**src/rtl/pwm_peripheral.sv**
```systemverilog
// -----------------------------------------------------------------------------
// pwm_peripheral
//
// Drives 16 output pins from five configuration bytes written by the SPI
// register block. Each pin is forced low, driven high, or driven by a shared
// 8-bit PWM waveform whose period is 256*CLK_DIV system clocks.
//
// The configuration bytes live in the SPI/nCS domain. All 40 bits are captured
// as one vector through two flops, and the applied copy only updates when both
// stages agree. A multi-bit update that straddles a sample edge is therefore
// never applied half-written. The duty cycle is additionally shadowed so a new
// value only takes effect at a PWM period boundary.
//
// Ports:
//   clk               system clock, all state updates on the rising edge
//   rst_n             synchronous active-low reset
//   en_reg_out_7_0    per-pin output enable, pins 7..0
//   en_reg_out_15_8   per-pin output enable, pins 15..8
//   en_reg_pwm_7_0    per-pin PWM select, pins 7..0
//   en_reg_pwm_15_8   per-pin PWM select, pins 15..8
//   pwm_duty_cycle    high time = duty/256 of a period (255 = constant high)
//   out               registered pin drive
// -----------------------------------------------------------------------------
module pwm_peripheral #(
    parameter int CLK_DIV = 13
) (
    input  logic        clk,
    input  logic        rst_n,
    input  logic [7:0]  en_reg_out_7_0,
    input  logic [7:0]  en_reg_out_15_8,
    input  logic [7:0]  en_reg_pwm_7_0,
    input  logic [7:0]  en_reg_pwm_15_8,
    input  logic [7:0]  pwm_duty_cycle,
    output logic [15:0] out
);

    localparam int PW = (CLK_DIV > 1) ? $clog2(CLK_DIV) : 1;
    localparam logic [PW-1:0] PRE_LAST = PW'(CLK_DIV - 1);

    typedef struct packed {
        logic [7:0]  duty;
        logic [15:0] en_pwm;
        logic [15:0] en_out;
    } cfg_t;

    cfg_t          cfg_in;
    cfg_t          sync1;
    cfg_t          sync2;
    cfg_t          applied;
    logic [PW-1:0] prescaler;
    logic [7:0]    pwm_cnt;
    logic [7:0]    duty_shadow;
    logic          tick;
    logic          period_end;
    logic          pwm_sig;

    assign cfg_in = {pwm_duty_cycle,
                     en_reg_pwm_15_8, en_reg_pwm_7_0,
                     en_reg_out_15_8, en_reg_out_7_0};

    always_comb begin
        tick       = (prescaler == PRE_LAST);
        // The edge where pwm_cnt wraps 255 -> 0 is the only point the shadow
        // may reload, so the waveform never changes shape mid-period.
        period_end = tick && (pwm_cnt == 8'hFF);
        // Duty 255 is special-cased so it is a true constant high instead of
        // dropping low for the single step where pwm_cnt == 255.
        pwm_sig    = (duty_shadow == 8'hFF) || (pwm_cnt < duty_shadow);
    end

    // NOTE: every register here, including the synchroniser stages, is
    // cleared by reset; the stages are plain flops, not a memory, so clearing
    // them costs nothing and guarantees applied starts from a known zero.
    always_ff @(posedge clk) begin
        if (!rst_n) begin
            sync1       <= '0;
            sync2       <= '0;
            applied     <= '0;
            prescaler   <= '0;
            pwm_cnt     <= '0;
            duty_shadow <= '0;
            out         <= '0;
        end else begin
            // NOTE: non-blocking assignments make sync2 take the old sync1 and
            // the comparison below see both stages as they were before this
            // edge; blocking here would collapse the two stages into one.
            sync1 <= cfg_in;
            sync2 <= sync1;
            // Only a value seen identically on two consecutive edges is
            // applied; anything still changing is ignored.
            if (sync1 == sync2) begin
                applied <= sync2;
            end

            prescaler <= tick ? '0 : prescaler + 1'b1;
            if (tick) begin
                pwm_cnt <= pwm_cnt + 8'd1;
            end
            if (period_end) begin
                duty_shadow <= applied.duty;
            end

            // en_out low forces the pin low; otherwise en_pwm chooses between
            // the shared waveform and a constant high.
            out <= applied.en_out & (~applied.en_pwm | {16{pwm_sig}});
        end
    end

endmodule

```
**config.mk**
```make
export PLATFORM = sky130hd
export DESIGN_NAME = pwm_peripheral
export DESIGN_NICKNAME = d
export VERILOG_FILES = /design/src/rtl/pwm_peripheral.sv
export SDC_FILE = /design/constraint.sdc
export NUM_CORES = 1
export LEC_CHECK = 0
export ABC_AREA = 1
export CORE_MARGIN = 4
export CORE_UTILIZATION = 30
export DETAILED_ROUTE_END_ITERATION = 7
export PLACE_DENSITY_LB_ADDON = 0.15
export SKIP_LAST_GASP = 1
export SLEW_MARGIN = 30
export SYNTH_ARGS = -nofsm -noshare
export SYNTH_HDL_FRONTEND = slang
export SYNTH_SLANG_ARGS = --single-unit
export TNS_END_PERCENT = 10
```
**constraint.sdc**
```tcl
create_clock -name clk -period 1.95 [get_ports clk]
set_clock_uncertainty 0.2 [all_clocks]
set_input_delay 0.39 -clock clk [delete_from_list [all_inputs] [get_ports clk]]
set_output_delay 0.39 -clock clk [all_outputs]
set_load 0.005 [all_outputs]
```
# Word level (Yosys, flattened, before mapping)
# Cells that the tools add are included.
word_totals:
  regBits: 156
  out_inout_bits: 16
  in_bits: 42
op_classes:
  bitwise_logic: 4
  addsub: 2
  n_eq_ne: 4
  n_lt_le_gt_ge: 1
  n_reduce_logical: 3
op_table:
  columns: ["cell", "count"]
  rows:
  - ["40-bit equality test", 1]
  - ["16-bit bitwise AND", 1]
  - ["8-bit equality test, second input constant", 2]
  - ["16-bit inverter", 1]
  - ["16-bit OR", 1]
  - ["8-bit by 1-bit adder with 8-bit output, second input constant", 1]
  - ["8-bit less-than comparator", 1]
  - ["4-bit by 1-bit adder with 4-bit output, second input constant", 1]
  - ["4-bit equality test, second input constant", 1]
  - ["2-bit OR reduction", 1]
  - ["1-bit logical AND", 1]
  - ["1-bit logical OR", 1]
  - ["1-bit inverter", 1]

# Longest topological paths before layout
depth:
  depth_word: 4
  ltp_mapped: 12
  depth_no_buf: 11

# Worst setup path before layout
# Ideal clock, no wire load.
synth_timing:
  path_kind: "register -> register"
  from: "register pwm_cnt[5]"
  to: "register out[10]"
  path_stages_with_launch: 10
  arrival_time_ps: 1464
  setup_ps: 57
  setup_slack_ps: 229
  cell_sequence: "dfxtp_1 > ha_1 > a21oi_1 > nor2_1 > a211oi_1 > nand2_1 > buf_2 > nand3_1 > nand3_1 > inv_1"
synth_via:
  elab_chain_len: 4
synth_lines:
  columns: ["element", "line", "rtl"]
  rows:
  - ["start: declaration", "51", "logic [7:0] pwm_cnt;"]
  - ["start signal: assignment", "97", "pwm_cnt <= pwm_cnt + 8'd1;"]
  - ["8-bit less-than comparator", "68", "pwm_sig = (duty_shadow == 8'hFF) || (pwm_cnt < duty_shadow);"]
  - ["1-bit logical OR", "68", null]
  - ["16-bit OR", "105", "out <= applied.en_out & (~applied.en_pwm | {16{pwm_sig}});"]
  - ["16-bit bitwise AND", "105", null]
  - ["end signal: assignment", "105", null]
  - ["end: declaration", "34", "output logic [15:0] out"]
# Every way passes these cells.
# A chain may end at the register's enable or synchronous reset.

# Final worst setup path
layout_timing:
  from: "register sync2[33] (netlist bit)"
  to: "register applied[34] (netlist bit)"
layout_via:
  elab_chain_len: 1
layout_lines:
  columns: ["element", "line", "rtl"]
  rows:
  - ["start: declaration", "48", "cfg_t sync2;"]
  - ["start signal: assignment", "88", "sync2 <= sync1;"]
  - ["40-bit equality test", "91", "if (sync1 == sync2) begin"]
  - ["end signal: assignment", "92", "applied <= sync2;"]
  - ["end: declaration", "49", "cfg_t applied;"]
# Every way passes these cells.

==> key figures <==
Power
  – Pwr/cell area: between 800 and 900 nW/um^2
  – Internal power: approximately 0.0053 W
  – Comb power frac: about 5.9%
  – Leakage: 3.81 nW
  – Total power: around 0.007 W
  – Seq pwr share: between 40% and 50%
  – Max rail drop VDD: 0.000504 V
  – Sw frac: a little under a quarter
  – NetSw: roughly 0.0016 W
  – Clock power share: 46.0%

Final layout
  – Share of layout cells above drive strength 1: 7.52%
  – Area occupied by multi-input gates: between 2000 and 2500 sq um
  – # fillers: 2146
  – Final nets: around 960
  – Number of antenna repair diodes: 0
  – Area delta synth->final: 25.3%
  – Register area: 3130 sq um
  – Post-route cell area: 7780 sq um

Clock tree
  – Worst-Skew Late Latency: roughly 0.42 ns
  – Sink Count: approximately 160
  – Num CTS Buffers: 17
  – Clk pin slew, worst setup/hold paths: around 0.06 ns
  – Hold_buf cts: 0
  – CTS root buf: clkbuf_16
  – CTS max path bufs: 2
  – H-tree depth: 4
  – CTS tree: built

Route
  – Routed via count: about 4700
  – First drt pass iteration count: 5
  – Via/cell ratio: just under 4
  – Routed WL: 13300 microns
  – DRT iter0 DRCs: ~280
  – Antenna-violating nets left: 0
  – Wire per inst: between 10 and 15 microns
  – # DRC: 0

STA
  – Max-slew violation count: 0
  – PnR worst setup slack: 0.116 ns
  – Unrepaired setup endpoints after global routing: yes
  – Final period util: a little over nine tenths
  – Max_slew headroom: 75.3%
  – Total negative slack: 0 ns
  – Fmax: 545 MHz
  – Setup Viol. Count Final: 0
  – Fin Hold WS: roughly 0.12 ns
  – Slew @ Worst Pin: approximately 0.37 ns
  – Final min period: about 1.8 ns
  – Final hold violations: 0

Logic synthesis
  – Largest area contributor in the netlist: dfxtp_1
  – Post-Syn Instances: approximately 840
  – Top-area cell type share of the netlist area: 50.3%
  – Synth Warn #: 0
  – Cell Area, Synth: just over 6000 sq um
  – Synth top area cells: dfxtp_1 50%, nand2_1 13%, inv_1 11%
  – Synth Net Count: between 800 and 900
  – Post-synthesis mux area share: 0%
  – Combinational family with the most area after synthesis: simple AND/OR/NAND/NOR gates
  – Simple-gate share of the synthesized area: about 28%
  – Post-Syn Area per Cell: approximately 7.4 sq um
  – XOR/XNOR Fraction of Synth Area: under 10%
  – Netlist cell types: 27
  – Sequential share of the synthesized area: a little over 50%
  – Adder-cell share of the synthesized area: 2.01%
  – #FFs+latches synth: about 160
  – Compound-Gate Fraction of Synth Area: 2.78%

Place
  – Placed cell area: ~7100 sq um
  – Place WS: between 0.1 and 0.15 ns
  – Number of buffers added on ports: 57
  – DP HPWL: 9330 microns
  – GP Congestion: ~0.75

Floorplan
  – I/O pins: a little under 60
  – Die height: around 150 microns
  – CORE AREA: 20300 sq um
  – Die area: ~23000 sq um
  – Initial Util: a little under a third
  – Die X: about 150 microns
  – Cell Rows: 52

Global route
  – Initial antenna violation count: 0
  – Total gr overflow: 0
  – Largest net degree at the start of global routing: 80
  – Vias in the first global route: between 4000 and 5000
  – GRT Total Usage: around an eighth
  – Global-route wire length before repair: approximately 22000 microns

Worst setup path
  – RR Startpoint: sync2[33]
  – Peak fanout along the critical path: 9
  – R2r endpoint: applied[34]
  – R2r worst-path depth: 13
  – Critical path arrival: 1.95 ns
  – Internal reg-to-reg setup slack: ~0.12 ns
  – CP Launch Type: flip-flop
  – CP required: 2.06 ns
  – Setup crit end kind: flip-flop
  – Crit Path Class: flip-flop to flip-flop

Worst hold path
  – Min-delay src: rst_n
  – Hold path cells: 3
  – Worst min path class: input pin to flip-flop
  – Worst hold path endpoint: pwm_cnt[2]

Job
  – Maxcap violations: 0

Outcome
  – Status: finished, final reports clean
final cells by class:
type	instances	area share, %
clock buffer	21	5.66
clock inverter	10	1.53
inverter	176	8.49
multi-input combinational	479	29.0
sequential	156	40.2
tap	270	4.34
timing repair buffer	75	10.8
how the worst max path moves through the flow:
stage	endpoint	start	slack (ns)	cells after the start
global route	applied[32]	sync2[3]	-0.05	13
CTS	applied[35]	sync2[10]	0.07	9
floorplan	out[10]	pwm_cnt[5]	0.23	9
global placement	applied[19]	sync2[10]	0.11	9
finish	applied[34]	sync2[33]	0.12	13
detailed placement	applied[35]	sync2[10]	0.10	9
synth_stat cells:
library cell,n
a211oi_1,1
a21oi_1,16
buf_1,1
buf_2,5
buf_6,9
clkbuf_1,17
dfxtp_1,156
ha_1,10
inv_1,174
inv_2,2
nand2_1,208
nand3_1,77
nand3_2,3
nand4_1,1
nand4_2,1
nor2_1,109
nor2_2,3
nor2_4,4
nor3_1,1
nor3b_1,1
nor4_1,3
o21a_1,1
o21ai_0,10
o21ai_1,4
o21bai_1,1
xnor2_1,16
xor2_1,9
sequential cells by signal (all words and copies together) (netlist names):
name,flops
sync1,40
pwm_cnt,8
duty_shadow,8
out,16
prescaler,4
applied,40
sync2,40
metrics by stage:
| step | util [%] | std cells |
|---|---|---|
| after floorplan | - | 843 |
| after global placement | 35.1 | 1152 |
| after detailed placement | 35.1 | 1152 |
| after CTS | 37.8 | 1183 |
| after global routing | 38.3 | 1187 |
| final | 38.3 | 1187 |
power by group through the flow:
| stage | clock [W] | sequential (W) | combinational, W |
|---|---|---|---|
| final | 0.00318 | 0.00333 | 0.000410 |
| after global placement | 0 | 0.00340 | 0.000413 |
| after CTS | 0.00327 | 0.00333 | 0.000414 |
| after detailed placement | 0 | 0.00340 | 0.000413 |
| after global routing | 0.00344 | 0.00334 | 0.000475 |
| after floorplan | 0 | 0.00338 | 0.000255 |
timing repair:
item	CTS	global route
hold endpoints to repair	0	0
endpoints found under the setup margin	0	39
setup buffers	0	2
gates resized for setup	0	9
per-layer routing:
metal | track usage [%] | routed length, microns | vias up | part of all wire, %
li1 | - | - | 2611 | -
met1 | 17.4 | 7140 | 1963 | 54
met2 | 17.1 | 5480 | 72 | 41
met3 | 3.53 | 485 | 11 | 3.7
met4 | 3.60 | 160 | 0 | 1.2
met5 | 0 | 0 | - | 0
kinds of logic after synthesis:
logic type	after synthesis
adders and majority gates	10
DFF	156
buffers and inverters	208
and+or+nand+nor	411
AOI/OAI and AO/OA	33
xor gates and xnor gates	25
critical path, stage by stage (launching register included):
cell	delay (ns)
dfxtp_1	0.32
inv_1	0.06
nand2_1	0.06
nand2_1	0.04
nor2_1	0.11
nand2_1	0.12
nor2_4	0.13
nand2_2	0.07
nor2_4	0.12
buf_12	0.14
clkbuf_16	0.15
nand3_1	0.06
nand2_1	0.09
nor2_1	0.04
cells in the final DEF (no fill, tap or decap), types with 2 or more instances in the layout:
cell / n
inv_1: 174
nor4_1: 3
nand3_1: 76
nor2_2: 5
clkinv_2: 2
xnor2_1: 15
buf_12: 8
dfxtp_1: 153
nor2_4: 4
nand3_2: 4
clkinvlp_4: 3
bufinv_16: 2
nand2_2: 3
clkinv_4: 2
nor2_1: 107
ha_1: 10
dfxtp_2: 3
a21oi_1: 16
clkbuf_16: 19
o21ai_0: 10
xor2_1: 9
inv_2: 2
nand2_1: 205
clkbuf_1: 4
buf_4: 9
o21ai_1: 4
clkdlybuf4s50_1: 56
Power figures use the tool's default switching activity.
==> edit (same settings) <==
The parameter `CLK_DIV` goes from 13 to 26.
--- a/src/rtl/pwm_peripheral.sv
+++ b/src/rtl/pwm_peripheral.sv
@@ -22,7 +22,7 @@
 //   out               registered pin drive
 // -----------------------------------------------------------------------------
 module pwm_peripheral #(
-    parameter int CLK_DIV = 13
+    parameter int CLK_DIV = 26
 ) (
     input  logic        clk,
     input  logic        rst_n,
Formal check against the unedited RTL: same outputs for any inputs over 10 cycles, from zero or initial values and one cycle with rst_n low; that may be too few to reach the edited logic, so the function may still have changed.
==> edit against the original RTL <==
Area after synthesis is 0.77% higher; power is 0.99% lower; sequential cell count is 1 higher; routed wire length hardly changed; final cell count is 1.5% higher; cell area is 0.64% higher; setup slack worse by 13 ps; via count is 2.8% higher; worst hold slack worse by 34 ps; highest routed layer unchanged.
==> edit: results (changes against the original RTL) <==
status:
  status: "complete, no violations"  # unchanged
pwr:
  ir_drop_mv: 0.494  # was 0.504 mV
  p_leak_nw: 3.82  # was 3.81 nW
detailed_routing:
  wire_per_inst_um: 11.0  # was 11.2 um
  vias: 4789  # was 4657
  drt-met1-wl_um: 6920  # was 7140 um
  route.met3.wl_um: 483  # was 485 um
  wl_met2_um: 5700  # was 5480 um
  drt_pass1_iterations: 4  # was 5
final_layout:
  nets: 975  # was 957
yosys:
  yosysSeqAreaShare_pct: 50.2  # was 50.3%
  syn_nets: 914  # was 895
  synth.distinct_cells: 25  # was 27
  synth_commonest_cells: "nand2_1, inv_1, dfxtp_1, nor2_1, nand3_1"  # unchanged
  synth_area_leaders: "dfxtp_1, nand2_1, inv_1"  # unchanged
sta:
  worst_slew_pin_slew_ps: 369  # was 367 ps
  hold_slack_ps: 86.8  # was 121 ps
  fmax_ghz: 0.542  # was 0.545 GHz
grt:
  met1_usage_pct: 16.7  # was 17.4%
  grt_pass1_vias: 4593  # was 4394
  use_met3_pct: 2.61  # was 3.53%
  grt_max_degree: 66  # was 80
  grt.total_usage_pct: 11.9  # was 12.0%
place:
  post-dp-hpwl_um: 9610  # was 9330 um
  dp_slack_ps: 72.8  # was 100 ps
  gp_congestion: 0.723  # was 0.747
clock_network:
  cts_post_setup_buffers_inserted: 0  # unchanged
min_path:
  hold_class: "in -> reg"  # unchanged
floorplan:
  fp.dieArea_mm2: 0.0232  # was 0.0231 mm^2
critical_path:
  crit_fanout: 7  # was 9
  worstSetupStartpoint: "sync2[38]$_SDFF_PN0_"  # was sync2[33]$_SDFF_PN0_
edit: changes by cell type in the layout (fill, tap and decap cells not counted), moves of 3 or more:
cell | unedited run | this run
inv_1 | 174 | 177
dfxtp_1 | 153 | 146
o21ai_1 | 4 | 7
nand2_1 | 205 | 210
nand3_1 | 76 | 80
inv_2 | 2 | 5
dfxtp_2 | 3 | 11
nor2_1 | 107 | 110
clkinv_4 | 2 | 7
edit: final cells by class:
type	count	area [um^2]
fillers	2168	12500
inverters	182	683
clock inverters	12	118
multi-input cells	491	2280
repair buffers	74	826
flip-flops and latches	157	3160
clock buffers	19	433
well taps	270	338
edit: cell families after synthesis:
logic type               synth area share [%]
AND/OR/NAND/NOR                          27.8
adder cells (fa/ha/maj)                  2.00
flip-flops                               50.2
AO/OA/AOI/OAI                            2.92
XOR/XNOR                                 2.94
buffers and inverters                    14.1
edit: where the power goes:
group | total (mW) | internal, mW | switching [mW]
Sequential | 3.35 | 3.29 | 0.0564
Combinational | 0.408 | 0.191 | 0.217
Clock | 3.10 | 1.76 | 1.34
Total | 6.85 | 5.24 | 1.61
edit: through the flow:
| step | setup TNS (ps) | instances | instance area, um^2 |
|---|---|---|---|
| after floorplan | 0 | 862 | 6260 |
| after global placement | 0 | 1171 | 7150 |
| after detailed placement | 0 | 1171 | 7150 |
| after CTS | 0 | 1202 | 7700 |
| after global routing | -348 | 1205 | 7830 |
| final | 0 | 1205 | 7830 |
edit: critical path, cell delays in order, from the launching register on:
cell and delay (ps):
dfxtp_1 320, inv_1 60, nand2_1 70, nand2_2 80
nor2_1 110, nand2_1 90, nor2_4 140, nand2_2 80
nor2_4 120, buf_12 130, buf_6 130, nand3_1 100
nand2_1 80, nor2_1 40
